===== config.mk =====
export PLATFORM = sky130hd
export DESIGN_NAME = seq_gen
export DESIGN_NICKNAME = d
export VERILOG_FILES = /design/src/rtl/seq_pkg.sv /design/src/rtl/seq_gen.sv
export SDC_FILE = /design/constraint.sdc
export NUM_CORES = 1
export LEC_CHECK = 0
export ABC_AREA = 0
export CAP_MARGIN = 10
export CORE_AREA = 3 3 66 68
export DETAILED_ROUTE_END_ITERATION = 12
export DIE_AREA = 0 0 69 71
export DONT_BUFFER_PORTS = 1
export PLACE_DENSITY = 0.8
export SYNTH_ARGS = -nofsm -noshare
export SYNTH_HDL_FRONTEND = slang
export SYNTH_SLANG_ARGS = --single-unit

===== constraint.sdc =====
create_clock -name clk -period 1.7 [get_ports clk]
set_input_delay 0.34 -clock clk [delete_from_list [all_inputs] [get_ports clk]]
set_output_delay 0.34 -clock clk [all_outputs]
set_load 0.02 [all_outputs]

===== src/rtl/seq_pkg.sv =====
// Shared definitions for the serial link (seq_gen transmitter / seq_detect receiver).
package seq_pkg;

  localparam int unsigned DEF_DATA_W = 16;
  localparam int unsigned DEF_LEN_W  = 5;

  typedef enum logic [1:0] {
    ST_IDLE  = 2'd0,
    ST_SHIFT = 2'd1,
    ST_GAP   = 2'd2
  } state_e;

endpackage


===== src/rtl/seq_gen.sv =====
// Serial pattern transmitter: accepts a word + length, shifts it out MSB-first.
module seq_gen
  import seq_pkg::*;
#(
  parameter int unsigned DATA_W   = DEF_DATA_W,
  parameter int unsigned LEN_W    = DEF_LEN_W,
  parameter int unsigned GAP_CYC  = 0,
  parameter logic        IDLE_LVL = 1'b0
) (
  input  logic              clk,
  input  logic              rst_n,
  input  logic              in_valid,
  output logic              in_ready,
  input  logic [DATA_W-1:0] in_data,
  input  logic [LEN_W-1:0]  in_len,
  output logic              data_out,
  output logic              out_active,
  output logic              frame_done
);

  localparam int unsigned       GAP_W    = (GAP_CYC > 0) ? $clog2(GAP_CYC + 1) : 1;
  localparam logic [LEN_W-1:0]  FULL_LEN = LEN_W'(DATA_W);
  localparam logic [LEN_W-1:0]  LEN_ONE  = LEN_W'(1);
  localparam logic [GAP_W-1:0]  GAP_LOAD = GAP_W'(GAP_CYC);
  localparam logic [GAP_W-1:0]  GAP_ONE  = GAP_W'(1);
  localparam bit                STREAM   = (GAP_CYC == 0);

  state_e            state;
  logic [DATA_W-1:0] shreg;
  logic [LEN_W-1:0]  cnt;
  logic [GAP_W-1:0]  gap_cnt;

  logic [LEN_W-1:0]  eff_len_c;
  logic [DATA_W-1:0] aligned_c;
  logic              last_c;
  logic              accept_c;

  // Clamp the requested length and left-justify the used field so the MSB sits at the top.
  always_comb begin
    eff_len_c = in_len;
    if (in_len == '0 || in_len > FULL_LEN) begin
      eff_len_c = FULL_LEN;
    end
    aligned_c = in_data << (FULL_LEN - eff_len_c);
  end

  // Last bit of the frame is on the wire when one bit remains.
  assign last_c   = (state == ST_SHIFT) && (cnt == LEN_ONE);
  assign in_ready = (state == ST_IDLE) || (last_c && STREAM);
  assign accept_c = in_valid && in_ready;

  // State, shifter, counters and registered serial outputs.
  always_ff @(posedge clk or negedge rst_n) begin
    if (!rst_n) begin
      state      <= ST_IDLE;
      shreg      <= '0;
      cnt        <= '0;
      gap_cnt    <= '0;
      data_out   <= IDLE_LVL;
      out_active <= 1'b0;
      frame_done <= 1'b0;
    end else begin
      frame_done <= last_c;
      if (accept_c) begin
        state      <= ST_SHIFT;
        cnt        <= eff_len_c;
        shreg      <= aligned_c << 1;
        data_out   <= aligned_c[DATA_W-1];
        out_active <= 1'b1;
      end else begin
        case (state)
          ST_SHIFT: begin
            if (!last_c) begin
              cnt      <= cnt - LEN_ONE;
              shreg    <= shreg << 1;
              data_out <= shreg[DATA_W-1];
            end else begin
              cnt        <= '0;
              data_out   <= IDLE_LVL;
              out_active <= 1'b0;
              if (STREAM) begin
                state <= ST_IDLE;
              end else begin
                state   <= ST_GAP;
                gap_cnt <= GAP_LOAD;
              end
            end
          end
          ST_GAP: begin
            if (gap_cnt == GAP_ONE) begin
              state   <= ST_IDLE;
              gap_cnt <= '0;
            end else begin
              gap_cnt <= gap_cnt - GAP_ONE;
            end
          end
          ST_IDLE: begin
            data_out   <= IDLE_LVL;
            out_active <= 1'b0;
          end
          default: begin
            state      <= ST_IDLE;
            data_out   <= IDLE_LVL;
            out_active <= 1'b0;
          end
        endcase
      end
    end
  end

endmodule


==> results.sh, run 1 <==
export IMPL_status="finished, violations left"
export IMPL_violations="setup timing"
export IMPL_rows=23
export IMPL_cp_slowest_cell="o31a_1"
export IMPL_ff2ff_setup_slack_ps=-380
export IMPL_synthCells=231
export IMPL_drt_wl_total_mm=8.28
export IMPL_ys_ff_latch=24
export IMPL_coreArea_um2=3910
export IMPL_start_kind="input port"
export IMPL_cts_root_buffer="clkbuf_8"
export IMPL_drive_gt1_frac=0.519
export IMPL_cts_buffers=3
export IMPL_cap_violations=0
export IMPL_synth_area_top_cells="dfrtp_1 (29%), mux2i_1 (8.6%), mux4_2 (6.4%)"
export IMPL_dpl_hpwl_mm=4.50
export IMPL_yosys_top_cells_count="dfrtp_1 (24), a21oi_1 (20), nand2_1 (19), nor2_1 (19), mux2i_1 (18)"
export IMPL_io_buffers=0
export IMPL_yosysUniqueCellTypes=56
export IMPL_synth_top_area_frac=0.287
export IMPL_layout_cells_non_filler=337
export IMPL_yosysMostFrequentCell="dfrtp_1"
export IMPL_utilization=0.805
export IMPL_antennaDiodeCount=0
export IMPL_ys_flop_type="dfrtp_1"
export IMPL_path_delay_family="compound AO/OA/AOI/OAI gates"
export IMPL_slew_headroom=0.659
export IMPL_fin_skew_ps=7.84
export IMPL_cts_tree="yes"
export IMPL_worstHoldPathType="in -> reg"
export IMPL_worst_setup_path_type="in -> reg"
export IMPL_worst_pin_slew_ps=511
export IMPL_die_area_um2=4900
export IMPL_vias=2371
export IMPL_clk_pin_slew_worst_paths_ps=90
export IMPL_grt_pass1_vias=2189
export IMPL_grt_max_degree=25
export IMPL_slowest_delay_ps=320
export IMPL_place_inst=310
export IMPL_yosys_warnings=0
export IMPL_slew_viol_final=0
export IMPL_h_tree_depth=1
export IMPL_synth_area_um2=2100
export IMPL_synth_fp_nets=259
export IMPL_viasPerCell=7.04
export IMPL_fin_ws_ps=-553
export IMPL_cp_arrival_ps=2430
export IMPL_crit_chain="nor2_4, nand2_2, ha_4, and2b_2, inv_4, ha_4, buf_12, buf_8, mux2i_4, o31a_1, o21ai_2, o21ai_2, o22ai_1"
export IMPL_start_util=0.535
export IMPL_critPathBufInv=3
export IMPL_ir_drop_uv=532
export IMPL_insertion_delay_ps=280
export IMPL_gp_congestion=0.878
export IMPL_ant_nets=0
export IMPL_layout_min_cycle_time_ps=2250
export IMPL_drt_initial_drc_count=379
export IMPL_drc=0
export IMPL_cp_required_ps=1880
export IMPL_nFillCells=201
export IMPL_wl_per_cell_um=24.6
export IMPL_grt_pass1_wl_mm=10.7
export IMPL_antenna_found_initial=0
export IMPL_tns_ps=-7860
export IMPL_powerDensity_nw_per_um2=1160
export IMPL_finalHoldViolCount=0
export IMPL_nets=316
export IMPL_io_pins=28
export IMPL_synth_edf_count=0
export IMPL_clock_sinks=24
export IMPL_async_reset_ff_frac=1.00
export IMPL_cts_buffer_depth=2
export IMPL_power_total_mw=3.66
export IMPL_max_freq_ghz=0.444
export IMPL_synth_top_area_cell="dfrtp_1"
export IMPL_die_height_um=71
export IMPL_setup_viol=22
export IMPL_seq_area_frac_synth=0.287
export IMPL_cp_end_kind="flop"
export IMPL_rsz0062_at_grt="yes"
export IMPL_die_width_um=69
export IMPL_crit_fanout=9
export IMPL_leakage_nw=1.36
export IMPL_finalCritPeriodShare=1.33
export IMPL_pre_cts_ws_ps=-771
export IMPL_grt_usage=0.269
export IMPL_grt_overflow=0
export IMPL_syn_area_per_cell_um2=9.07
export IMPL_drtPass1Iterations=6
export IMPL_areaGrowthSynthToFinish_pct=50.4
## path summary, 6_finish.rpt
check                            end  depth (start not counted)  startpoint
hold / removal                cnt[0]                          2    in_valid
setup reg to reg            shreg[6]                          7      cnt[1]
max in group asynchronous   shreg[5]                          2       rst_n
setup / recovery            shreg[6]                         13   in_len[0]
min in group asynchronous  shreg[12]                          2       rst_n
hold reg to reg             shreg[2]                          2    shreg[1]
## placed cells by master (no fill, tap or decap), types with 5 or more instances in the layout
| cell type | Yosys | routed |
|---|---|---|
| buf_4 | 0 | 42 |
| dfrtp_1 | 24 | 24 |
| buf_6 | 3 | 17 |
| a21oi_1 | 20 | 16 |
| nor2_1 | 19 | 15 |
| nand2_1 | 19 | 15 |
| mux2i_1 | 18 | 14 |
| o21ai_2 | 2 | 8 |
| inv_1 | 12 | 7 |
| o21ai_0 | 14 | 6 |
| mux4_2 | 6 | 6 |
| nor2_4 | 0 | 5 |
| o211ai_1 | 5 | 5 |
| and3_1 | 6 | 5 |
| buf_12 | 0 | 5 |
## sequential cells by signal (all words and copies together), names as in the netlist
register and flops:
out_active 1, cnt 5, data_out 1, shreg 15, state 1, frame_done 1
## worst register-to-register path, delay by kind of cell (launching register included)
kind / cells / cell delay (ps)
AO/OA/AOI/OAI: 3 / 650
flip-flops: 1 / 430
AND/OR/NAND/NOR: 1 / 490
buffers and inverters: 2 / 280
adder cells (fa/ha/maj): 1 / 140
## through the flow
step | instance area [µm²] | hold slack [ps]
2_1_floorplan | 2290 | 44.4
3_3_place_gp | 2560 | 45.3
3_5_place_dp | 2560 | 45.1
4_1_cts | 2940 | 210
5_1_grt | 3150 | 212
6_report | 3150 | 203
## where the power goes
group | internal, mW | switching [mW] | total (mW)
clock | 0.316 | 0.205 | 0.521
sequential | 0.777 | 0.176 | 0.954
combinational | 1.10 | 1.09 | 2.19
## timing repair
| action | in CTS | in global routing |
|---|---|---|
| cloned | 1 | 0 |
| hold endpoints to repair | 24 | 0 |
| pin swaps | 14 | 21 |
| setup endpoints to repair | 22 | 21 |
| gates resized for setup | 42 | 32 |
| hold buffers | 2 | 0 |
| setup buffers | 13 | 7 |
## area by class of cell
cell class | count | area [µm²] | share of cell area
repair buffers | 68 | 674 | 0.214
well taps | 50 | 62.6 | 0.0198
multi-input cells | 178 | 1670 | 0.531
flip-flops and latches | 24 | 601 | 0.191
clock inverters | 1 | 30.0 | 0.00953
inverters | 13 | 68.8 | 0.0218
clock buffers | 3 | 41.3 | 0.0131
## layer usage
metal  global-route usage  part of all wire  vias up
met2                0.466              0.48      222
li1                     -                 -      981
met3               0.0270              0.11       60
met4                0.115             0.063        0
met1                0.344              0.36     1108
met5                    0                 0        -
## logic make-up (layout without fill, tap and decap cells)
family	count (synthesis)	count (layout)	synth area share
compound gates	78	78	0.257
mux	31	31	0.190
buf+inv	29	85	0.0675
fa+ha+maj	4	4	0.0239
xor+xnor	5	5	0.0245
flops	24	24	0.287
simple gates	60	60	0.150
No activity file was read; power rests on OpenSTA's default activity.
==> run 2: changes to the inputs <==
--- a/config.mk
+++ b/config.mk
@@ -6,12 +6,15 @@
 export NUM_CORES = 1
 export LEC_CHECK = 0
 export ABC_AREA = 0
+export ABC_CLOCK_PERIOD_IN_PS = 1700
 export CAP_MARGIN = 10
 export CORE_AREA = 3 3 66 68
 export DETAILED_ROUTE_END_ITERATION = 12
 export DIE_AREA = 0 0 69 71
 export DONT_BUFFER_PORTS = 1
+export MAX_ROUTING_LAYER = met4
 export PLACE_DENSITY = 0.8
+export RECOVER_POWER = 50
 export SYNTH_ARGS = -nofsm -noshare
 export SYNTH_HDL_FRONTEND = slang
 export SYNTH_SLANG_ARGS = --single-unit
==> results.sh, run 2 (same netlist as run 1, synthesis figures left out) <==
export IMPL_cp_required_ps=1850
export IMPL_fin_ws_ps=-571
export IMPL_dpl_hpwl_mm=4.50
export IMPL_io_pins=28
export IMPL_path_delay_family="compound AO/OA/AOI/OAI gates"
export IMPL_clock_sinks=24
export IMPL_crit_chain="nor2_4, nand2_2, ha_4, and2b_2, inv_4, ha_4, buf_12, buf_8, mux2i_4, o31a_1, o21ai_2, a21oi_2, o221ai_2"
export IMPL_start_kind="input port"
export IMPL_finalCritPeriodShare=1.34
export IMPL_cts_buffer_depth=2
export IMPL_p_clk_frac=0.142
export IMPL_ant_nets=0
export IMPL_h_tree_depth=1
export IMPL_gp_congestion=0.893
export IMPL_holdWs_ps=205
export IMPL_clk_pin_slew_worst_paths_ps=90
export IMPL_top_regs="shreg x15, cnt x5"
export IMPL_largest_register_ffs=15
export IMPL_drt_wl_total_mm=8.29
export IMPL_worst_setup_path_type="in -> reg"
export IMPL_p_comb_frac=0.597
export IMPL_drtPass1Iterations=5
export IMPL_top_register="shreg"
export IMPL_fin_skew_ps=4.34
export IMPL_grt_pass1_vias=2189
export IMPL_insertion_delay_ps=280
export IMPL_start_util=0.535
export IMPL_cp_arrival_ps=2420
export IMPL_hold_depth=2
export IMPL_areaGrowthSynthToFinish_pct=49.7
export IMPL_finalHoldViolCount=0
export IMPL_die_area_um2=4900
export IMPL_netSwitchingFraction=0.400
export IMPL_grt_pass1_wl_mm=10.7
export IMPL_cts_tree="yes"
export IMPL_drive_gt1_frac=0.519
export IMPL_rsz0062_at_grt="yes"
export IMPL_viasPerCell=7.24
export IMPL_tns_ps=-7880
export IMPL_cp_end_kind="flop"
export IMPL_nFillCells=203
export IMPL_p_int_mw=2.19
export IMPL_switchingPower_mw=1.46
export IMPL_drt_initial_drc_count=367
export IMPL_drc=0
export IMPL_met1_usage=0.346
export IMPL_nets=316
export IMPL_io_buffers=0
export IMPL_cp_slowest_cell="ha_4"
export IMPL_antenna_found_initial=0
export IMPL_slew_headroom=0.593
export IMPL_grt_usage=0.277
export IMPL_grtUsageMet3=0.0256
export IMPL_setup_viol=21
export IMPL_slew_viol_final=0
export IMPL_status="finished, violations left"
export IMPL_busiest_layer="met2"
export IMPL_final_cell_mix="buf_4 (42), dfrtp_1 (24), buf_6 (17)"
export IMPL_cpMostUsedCell="ha_4"
export IMPL_worstHoldPathType="in -> reg"
export IMPL_leakage_nw=1.35
export IMPL_coreArea_um2=3910
export IMPL_die_width_um=69
export IMPL_crit_cells=13
export IMPL_cap_violations=0
export IMPL_use_met2=0.464
export IMPL_vias=2439
export IMPL_seq_power_share=0.260
export IMPL_ir_drop_uv=527
export IMPL_layout_min_cycle_time_ps=2270
export IMPL_rr_worst_depth=7
export IMPL_pre_cts_ws_ps=-771
export IMPL_cts_buffers=3
export IMPL_rows=23
export IMPL_grt_overflow=0
export IMPL_antennaDiodeCount=0
export IMPL_slowest_delay_ps=260
export IMPL_max_freq_ghz=0.440
export IMPL_final_common_cell="buf_4"
export IMPL_wl_per_cell_um=24.6
export IMPL_worst_pin_slew_ps=611
export IMPL_powerDensity_nw_per_um2=1170
export IMPL_violations="setup timing"
export IMPL_critPathBufInv=3
export IMPL_cts_root_buffer="clkbuf_8"
export IMPL_crit_fanout=9
export IMPL_grt_max_degree=25
export IMPL_die_height_um=71
-- run 2: cell types whose count changed in the layout (fill, tap and decap cells not counted) --
cell / change
buf_12: -1
clkbuf_2: +1
-- run 2: layout make-up --
class / instances / area (µm²) / share of cell area
multi-input cells: 178 / 1670 / 0.534
repair buffers: 68 / 659 / 0.210
flip-flops and latches: 24 / 601 / 0.191
inverters: 13 / 68.8 / 0.0219
well taps: 50 / 62.6 / 0.0199
clock buffers: 3 / 41.3 / 0.0132
clock inverters: 1 / 30.0 / 0.00957
-- run 2: final timing paths --
path / start / endpoint / slack (ps)
setup / recovery: in_len[0] / data_out / -570
hold reg to reg: shreg[1] / shreg[2] / 510
hold / removal: in_valid / cnt[0] / 200
setup reg to reg: cnt[1] / shreg[6] / -370
min in group asynchronous: rst_n / shreg[12] / 600
max in group asynchronous: rst_n / shreg[14] / 700
-- run 2: per-layer routing --
layer / part of all wire / wire [µm]
met5: 0 / 0
met4: 0.070 / 579
met3: 0.11 / 950
met2: 0.47 / 3860
met1: 0.35 / 2900
-- run 2: worst reg2reg max path: cells and delay by family (launching register included) --
family,cells,cell delay [ps]
fa+ha+maj,1,130
simple gates,1,490
buf+inv,2,270
compound gates,3,650
flops,1,420
-- run 2: power by group through the flow --
stage	combinational (mW)	clock, mW	sequential (mW)
4_1_cts	1.81	0.513	0.931
3_3_place_gp	1.49	0	0.919
6_report	2.18	0.520	0.952
2_1_floorplan	1.07	0	0.948
5_1_grt	2.29	0.538	0.964
3_5_place_dp	1.53	0	0.934
-- run 2: per-stage QoR --
step                      cell area [µm²]  power, mW  cells  utilization
final                                3140       3.66    337        0.801
after floorplan                      2290       2.02    231            -
after detailed placement             2560       2.47    310        0.653
after global routing                 3140       3.79    337        0.801
after global placement               2560       2.41    310        0.653
after CTS                            2940       3.25    330        0.752
-- run 2: timing repair --
action / 4_1_cts / 5_1_grt
buffers inserted: 13 / 7
cloned: 1 / 0
hold endpoints to repair: 24 / 0
hold buffers: 2 / 0
gates resized for setup: 42 / 32
endpoints found under the setup margin: 22 / 21
pin swaps: 14 / 21
==> run 3: changes to the inputs <==
--- a/config.mk
+++ b/config.mk
@@ -8,13 +8,14 @@
 export ABC_AREA = 0
 export ABC_CLOCK_PERIOD_IN_PS = 1700
 export CAP_MARGIN = 10
-export CORE_AREA = 3 3 66 68
+export CORE_AREA = 2 2 65 67
 export DETAILED_ROUTE_END_ITERATION = 12
-export DIE_AREA = 0 0 69 71
+export DIE_AREA = 0 0 67 69
 export DONT_BUFFER_PORTS = 1
 export MAX_ROUTING_LAYER = met4
 export PLACE_DENSITY = 0.8
 export RECOVER_POWER = 50
+export SLEW_MARGIN = 10
 export SYNTH_ARGS = -nofsm -noshare
 export SYNTH_HDL_FRONTEND = slang
 export SYNTH_SLANG_ARGS = --single-unit
==> results.sh, run 3 (same netlist as run 1, synthesis figures left out) <==
export IMPL_dpl_hpwl_mm=4.50
export IMPL_grt_usage=0.323
export IMPL_start_kind="input port"
export IMPL_gp_congestion=0.878
export IMPL_powerDensity_nw_per_um2=1180
export IMPL_areaGrowthSynthToFinish_pct=47.8
export IMPL_finalCritPeriodShare=1.25
export IMPL_cts_buffer_depth=2
export IMPL_nets=311
export IMPL_drt_initial_drc_count=334
export IMPL_cp_slowest_cell="mux2_2"
export IMPL_grt_overflow=0
export IMPL_ant_nets=0
export IMPL_ir_drop_uv=589
export IMPL_coreArea_um2=3910
export IMPL_slew_viol_final=0
export IMPL_fin_skew_ps=2.60
export IMPL_drc=0
export IMPL_start_util=0.535
export IMPL_final_common_cell="buf_4"
export IMPL_worst_pin_slew_ps=1300
export IMPL_power_total_mw=3.67
export IMPL_antennaDiodeCount=0
export IMPL_wl_per_cell_um=23.6
export IMPL_clock_sinks=24
export IMPL_drt_wl_total_mm=7.82
export IMPL_violations="setup timing"
export IMPL_die_area_um2=4620
export IMPL_worstHoldPathType="in -> reg"
export IMPL_clk_pin_slew_worst_paths_ps=90
export IMPL_drive_gt1_frac=0.532
export IMPL_antenna_found_initial=0
export IMPL_largest_register_ffs=15
export IMPL_cts_root_buffer="clkbuf_8"
export IMPL_cp_end_kind="flop"
export IMPL_slew_headroom=0.133
export IMPL_crit_reg2reg_launch="cnt[1]"
export IMPL_cts_buffers=3
export IMPL_cap_violations=0
export IMPL_worstHoldStart="in_valid"
export IMPL_finalHoldViolCount=0
export IMPL_leakage_nw=1.32
export IMPL_viasPerCell=6.94
export IMPL_cts_tree="yes"
export IMPL_io_pins=28
export IMPL_slowest_delay_ps=310
export IMPL_grt_pass1_vias=2363
export IMPL_top_register="shreg"
export IMPL_insertion_delay_ps=270
export IMPL_grt_pass1_wl_mm=11.2
export IMPL_startpoint="in_len[0]"
export IMPL_setup_viol=21
export IMPL_final_cell_mix="buf_4 (43), dfrtp_1 (24), mux2i_1 (15)"
export IMPL_grt_max_degree=25
export IMPL_crit_chain="nor2_4, nand2_2, ha_4, and2b_2, buf_12, buf_4, mux2i_2, mux2i_1, mux2_2, a21oi_1, a22oi_1"
export IMPL_crit_fanout=9
export IMPL_io_buffers=0
export IMPL_rows=23
export IMPL_tns_ps=-6490
export IMPL_status="finished, violations left"
export IMPL_top_regs="shreg x15, cnt x5"
export IMPL_max_freq_ghz=0.469
export IMPL_drtPass1Iterations=7
export IMPL_worst_setup_path_type="in -> reg"
export IMPL_cp_required_ps=1850
export IMPL_rsz0062_at_grt="yes"
export IMPL_die_height_um=69
export IMPL_fin_ws_ps=-430
export IMPL_cp_arrival_ps=2280
export IMPL_h_tree_depth=1
export IMPL_layout_min_cycle_time_ps=2130
export IMPL_vias=2304
export IMPL_die_width_um=67
run 3: changes by cell type in the layout (fill, tap and decap cells not counted), sizes merged:
cell,previous run,this run
buf,66,62
dlygate4sd3,1,0
run 3: worst max-delay path, delay by kind of cell:
family                     cells  cell delay [ps]
adders and majority gates      1              260
AOI/OAI and AO/OA              2              240
and+or+nand+nor                3              420
buffers and inverters          2              300
muxes                          3              700
run 3: repair_timing:
item | CTS | global route
setup endpoints to repair | 23 | 22
buffers inserted | 10 | 5
pin swaps | 12 | 20
hold endpoints to repair | 24 | 0
resized for setup | 32 | 45
gates cloned | 1 | 0
hold buffers | 1 | 0
run 3: report_power, final:
part           internal (mW)  leakage, nW  switching (mW)
clock                  0.315       0.0357           0.200
combinational           1.11        0.983            1.08
sequential             0.777        0.306           0.182
total                   2.20         1.32            1.46
run 3: path summary, 6_finish.rpt:
check                             endpoint  slack (ps)  depth (start not counted)
max in group asynchronous       frame_done         610                          1
worst min-delay path                cnt[3]         220                          1
min in group asynchronous        shreg[15]         330                          1
worst max-delay path             shreg[12]        -430                         11
worst max register to register    shreg[2]        -330                          8
worst min register to register    shreg[9]         500                          2
run 3: metrics by stage:
step                std cells  setup slack, ps  cell area (µm²)  utilization  hold WS [ps]
floorplan                 231             -857             2290            -          44.4
finish                    332             -430             3100        0.792           218
detailed placement        314             -792             2590        0.661          44.8
global placement          314             -749             2590        0.661          44.9
CTS                       330             -438             2900        0.742           222
global route              332             -505             3100        0.792           222
run 3: cell type report:
cell class	instances	area [µm²]
Multi-Input combinational cell	178	1700
Fill cell	220	816
Sequential cell	24	601
Timing Repair Buffer	63	597
Inverter	13	66.3
Tap cell	50	62.6
Clock buffer	3	41.3
Clock inverter	1	30.0
run 3: layer usage:
metal | vias up | GRT usage | part of all wire
met5 | - | - | 0
met3 | 59 | 0.0799 | 0.090
met4 | 0 | 0.197 | 0.070
met2 | 192 | 0.497 | 0.50
met1 | 1081 | 0.371 | 0.35
li1 | 972 | - | -
